## src/rtl/apb_slave_mem.sv

```systemverilog
// APB completer backed by a DEPTH x DATAWIDTH word memory with byte strobes.
// Inserts WAIT_CYCLES wait states per access; out-of-range addresses return PSLVERR.
module apb_slave_mem #(
   parameter int ADDWIDTH    = 8,
   parameter int DATAWIDTH   = 32,
   parameter int DEPTH       = 64,
   parameter int WAIT_CYCLES = 2
) (
   input  logic                   PCLK,
   input  logic                   PRESETn,
   input  logic                   PSEL,
   input  logic                   PENABLE,
   input  logic                   PWRITE,
   input  logic [ADDWIDTH-1:0]    PADDR,
   input  logic [DATAWIDTH-1:0]   PWDATA,
   input  logic [DATAWIDTH/8-1:0] PSTRB,
   output logic                   PREADY,
   output logic [DATAWIDTH-1:0]   PRDATA,
   output logic                   PSLVERR
);

   localparam logic [0:0] IDLE   = 1'b0;
   localparam logic [0:0] ACCESS = 1'b1;
   localparam int         IDXW     = (DEPTH > 1) ? $clog2(DEPTH) : 1;
   localparam int         NLANE    = DATAWIDTH / 8;
   localparam logic [3:0] WAIT_CNT = 4'(WAIT_CYCLES);

   logic [0:0]           state;
   logic [3:0]           cnt;
   logic [DATAWIDTH-1:0] mem [DEPTH];
   logic [IDXW-1:0]      idx;
   logic                 addr_err;
   logic                 wr_en;

   assign idx      = PADDR[IDXW-1:0];
   assign addr_err = (64'(PADDR) >= 64'(DEPTH));

   // Address/control are taken live in the ready cycle; the requester holds them stable.
   assign PREADY  = (state == ACCESS) && PSEL && PENABLE && (cnt == WAIT_CNT);
   assign PSLVERR = PREADY && addr_err;
   assign wr_en   = PREADY && PWRITE && !addr_err;
   assign PRDATA  = (PREADY && !PWRITE && !addr_err) ? mem[idx] : '0;

   always_ff @(posedge PCLK or negedge PRESETn) begin
      if (!PRESETn) begin
         state <= IDLE;
         cnt   <= '0;
      end else begin
         case (state)
            IDLE: begin
               // PENABLE without a preceding setup phase is not a transfer.
               if (PSEL && !PENABLE) begin
                  state <= ACCESS;
                  cnt   <= '0;
               end
            end
            ACCESS: begin
               if (!PSEL || PREADY) begin
                  state <= IDLE;
               end else begin
                  cnt <= cnt + 4'd1;
               end
            end
            default: state <= IDLE;
         endcase
      end
   end

   always_ff @(posedge PCLK or negedge PRESETn) begin
      if (!PRESETn) begin
         for (int i = 0; i < DEPTH; i++) begin
            mem[i] <= '0;
         end
      end else if (wr_en) begin
         for (int b = 0; b < NLANE; b++) begin
            if (PSTRB[b]) begin
               mem[idx][8*b +: 8] <= PWDATA[8*b +: 8];
            end
         end
      end
   end

endmodule

```

## config.mk

```make
export PLATFORM = sky130hd
export DESIGN_NAME = apb_slave_mem
export DESIGN_NICKNAME = d
export VERILOG_FILES = /design/src/rtl/apb_slave_mem.sv
export SDC_FILE = /design/constraint.sdc
export NUM_CORES = 2
export LEC_CHECK = 0
export ABC_AREA = 1
export ABC_CLOCK_PERIOD_IN_PS = 3000
export BUFFER_PORTS_ARGS = -buffer_cell sky130_fd_sc_hd__buf_2
export CORE_MARGIN = 4
export CORE_UTILIZATION = 64
export DETAILED_ROUTE_END_ITERATION = 8
export PLACE_DENSITY_LB_ADDON = 0.12
export SLEW_MARGIN = 40
export SYNTH_ARGS = -nofsm -noshare
export SYNTH_HDL_FRONTEND = slang
export SYNTH_SLANG_ARGS = --single-unit
```

## constraint.sdc

```tcl
create_clock -name PCLK -period 3 [get_ports PCLK]
set_input_delay 0.15 -clock PCLK [delete_from_list [all_inputs] [get_ports PCLK]]
set_output_delay 0.15 -clock PCLK [all_outputs]
set_load 0.02 [all_outputs]
```

==> flow_metrics.env <==
export IMPL_dieArea_mm2=0.1575
export IMPL_cts_tree="done"
export IMPL_regArea_mm2=0.05137
export IMPL_finalPower_w=0.05782
export IMPL_path_max_fanout=8
export IMPL_r2r_start="cnt[0]"
export IMPL_path_class="register to output port"
export IMPL_row_count=142
export IMPL_multiInputGateArea_mm2=0.04182
export IMPL_grt_pass1_wl_um=486200
export IMPL_io_pin_count=83
export IMPL_clockBufferDepth=3
export IMPL_place_detailed_hpwl_um=193700
export IMPL_cts_root_buf="clkbuf_16"
export IMPL_viasPerCell=5.854
export IMPL_drc=0
export IMPL_place_congestion=0.9714
export IMPL_rsz0062_at_grt="yes"
export IMPL_ys_top_cells_by_area="dfrtp_1 53%, nand2_1 31%, o21ai_0 6.0%"
export IMPL_synthFlopType="dfrtp_1"
export IMPL_ys_async_sr_fraction=1.000
export IMPL_reg2reg_slack_ns=0.26
export IMPL_synth_largest_area_cell="dfrtp_1"
export IMPL_outcome="finished, violations left"
export IMPL_worstSetupStartpointType="register"
export IMPL_fmax_mhz=331.6
export IMPL_worstPathRequired_ns=2.85
export IMPL_synth_cell_types=28
export IMPL_worst_slew_pin_slew_ns=0.9123
export IMPL_h_tree_depth=4
export IMPL_tns_ns=-0.03913
export IMPL_arrival_ns=2.87
export IMPL_finalSetupViolations=6
export IMPL_grt_max_degree=145
export IMPL_violations="negative setup slack"
export IMPL_start_util=0.6453
export IMPL_finalCritPeriodShare=1.005
export IMPL_timing_rr_end="mem[1093]"
export IMPL_postRouteAntennaNets=0
export IMPL_drt_iter0_markers=10590
export IMPL_gr_total_overflow=0
export IMPL_numPortBuffers=82
export IMPL_drt_pass1_iterations=7
export IMPL_min_path_cells=3
export IMPL_syn_area_mm2=0.09676
export IMPL_synth_fp_nets=13350
export IMPL_power_leakage_nw=55.57
export IMPL_maxSlewViolCount=0
export IMPL_ys_ff_latch=2053
export IMPL_yosysWarnings=0
export IMPL_synth_top_area_frac=0.5309
export IMPL_antenna_found_initial=18
export IMPL_cts_buffers=210
export IMPL_via_count=89320
export IMPL_layout_nets=13120
export IMPL_n_fill_cell=12110
export IMPL_min_to="mem[1413]"
export IMPL_drive_above_1_share=0.06980
export IMPL_ff2ff_path_depth=10
export IMPL_fin_crit_ns=3.016
export IMPL_hold_viol_final=0
export IMPL_endpoint_kind="output port"
export IMPL_holdCritStartpoint="PWDATA[5]"
export IMPL_syn_area_per_cell_um2=7.278
export IMPL_clock_latency_ns=0.83
export IMPL_power_density_mw_per_mm2=535.9
export IMPL_grt_pass1_vias=83960
export IMPL_wl_per_cell_um=20.48
export IMPL_clk_pin_slew_ns=0.06
export IMPL_slew_headroom=0.3918
export IMPL_cap_violations=0
export IMPL_synth_edf_count=0
export IMPL_die_w_um=396.8
export IMPL_synth_seq_area_share=0.5309
export IMPL_skew_ns=0.02128
export IMPL_setup_ws_ns=-0.01582
export IMPL_synthCells=13300
export IMPL_ir_worst_vdd_mv=0.5767
export IMPL_grt_usage=0.3943
export IMPL_drt_total_wl_um=312500
export IMPL_syn_to_final_growth_pct=11.51
export IMPL_hold_class="input pin to register"
export IMPL_die_h_um=396.8
export IMPL_cts_sinks=2053
export IMPL_core_mm2=0.1500
synth_stat cells, types with 3 or more instances:
cell type and count:
a21oi_1 34, buf_1 49, buf_2 68, clkbuf_1 776, clkinv_1 32, dfrtp_1 2053, inv_1 21, inv_2 13
nand2_1 7985, nand2_2 16, nand3_1 11, nor2_1 90, nor2_2 39, nor2_4 19, nor3_4 7, o211ai_1 7
o21ai_0 1169, o21ai_1 892, or2_2 3
kinds of logic after synthesis:
logic type / after synthesis / synth area share
buffers and inverters: 961 / 0.03821
and+or+nand+nor: 8178 / 0.3217
AOI/OAI and AO/OA: 2102 / 0.1089
adders and majority gates: 2 / 0.0002586
DFF: 2053 / 0.5309
registers in the layout, indices dropped and copies added (netlist names):
register	flops
mem	2048
cnt	4
state	1
worst max path at each step:
stage | cells after the start | startpoint | to | slack, ns
final | 9 | cnt[0] | PRDATA[11] | -0.02
after global routing | 9 | cnt[0] | PRDATA[26] | -0.04
after CTS | 8 | cnt[0] | PRDATA[0] | -0.03
after detailed placement | 14 | PADDR[0] | PRDATA[12] | 0.20
after global placement | 14 | PADDR[0] | PRDATA[12] | 0.21
after floorplan | 11 | cnt[0] | mem[526] | 0.75
report_power, final:
| group | internal [W] | leakage [nW] | switching, W |
|---|---|---|---|
| Combinational | 0.000504 | 23.3 | 0.00248 |
| Sequential | 0.0277 | 28.7 | 0.0000357 |
| Clock | 0.0160 | 3.54 | 0.0111 |
layout by cell type, fill, tap and decap left out, drive strengths merged:
master,netlist,layout
a21oi,34,34
buf,117,434
ha,2,2
nand4,3,3
inv,36,72
o211ai,7,7
nor3,9,9
nand2,8001,8001
diode,0,3
nand3b,1,1
clkinvlp,0,2
dlygate4sd3,0,20
clkinv,32,38
o21ai,2061,2061
bufinv,0,18
nor3b,1,1
dfrtp,2053,2053
or2,3,3
nor2,148,148
clkbuf,776,319
nand3,12,12
per-stage QoR:
stage	setup WS [ns]	utilization	area [um2]	hold WS (ns)	instances
2_1_floorplan	0.7479	-	96760	-0.1456	13300
3_3_place_gp	0.2096	0.6688	100300	0.1026	14850
3_5_place_dp	0.1951	0.6688	100300	0.1077	14850
4_1_cts	-0.03162	0.7183	107700	0.005119	15250
5_1_grt	-0.04317	0.7195	107900	0.01046	15250
6_report	-0.01582	0.7195	107900	0.03987	15260
what timing repair did:
item / 4_1_cts / 5_1_grt
resized for setup: 16 / 19
pin swaps: 1 / 2
hold endpoints to repair: 1843 / 15
setup endpoints to repair: 28 / 23
cloned: 0 / 2
buffers inserted: 1 / 3
hold buffers: 20 / 1
per-layer routing:
metal	share of wire	track usage	vias to the layer above
li1	-	-	41100
met1	0.39	0.5473	42480
met2	0.43	0.5865	4846
met3	0.11	0.08598	884
met4	0.061	0.2079	8
met5	0.00017	0	-
final cells by class:
cell class | instances | share of cell area
Inverter | 68 | 0.002667
Clock inverter | 62 | 0.007340
Multi-Input combinational cell | 10280 | 0.3876
Antenna cell | 3 | 0.00006958
Timing Repair Buffer | 455 | 0.04409
Tap cell | 2016 | 0.02338
Clock buffer | 318 | 0.05875
Sequential cell | 2053 | 0.4761
critical path: stages, from the launching register on:
cell       delay (ns)
dfrtp_1          0.41
inv_2            0.11
ha_4             0.14
nand4_4          0.11
nor2_4           0.11
nand3b_1         0.14
buf_6            0.21
clkbuf_16        0.20
a21oi_2          0.31
buf_2            0.24
Power figures use the tool's default switching activity.
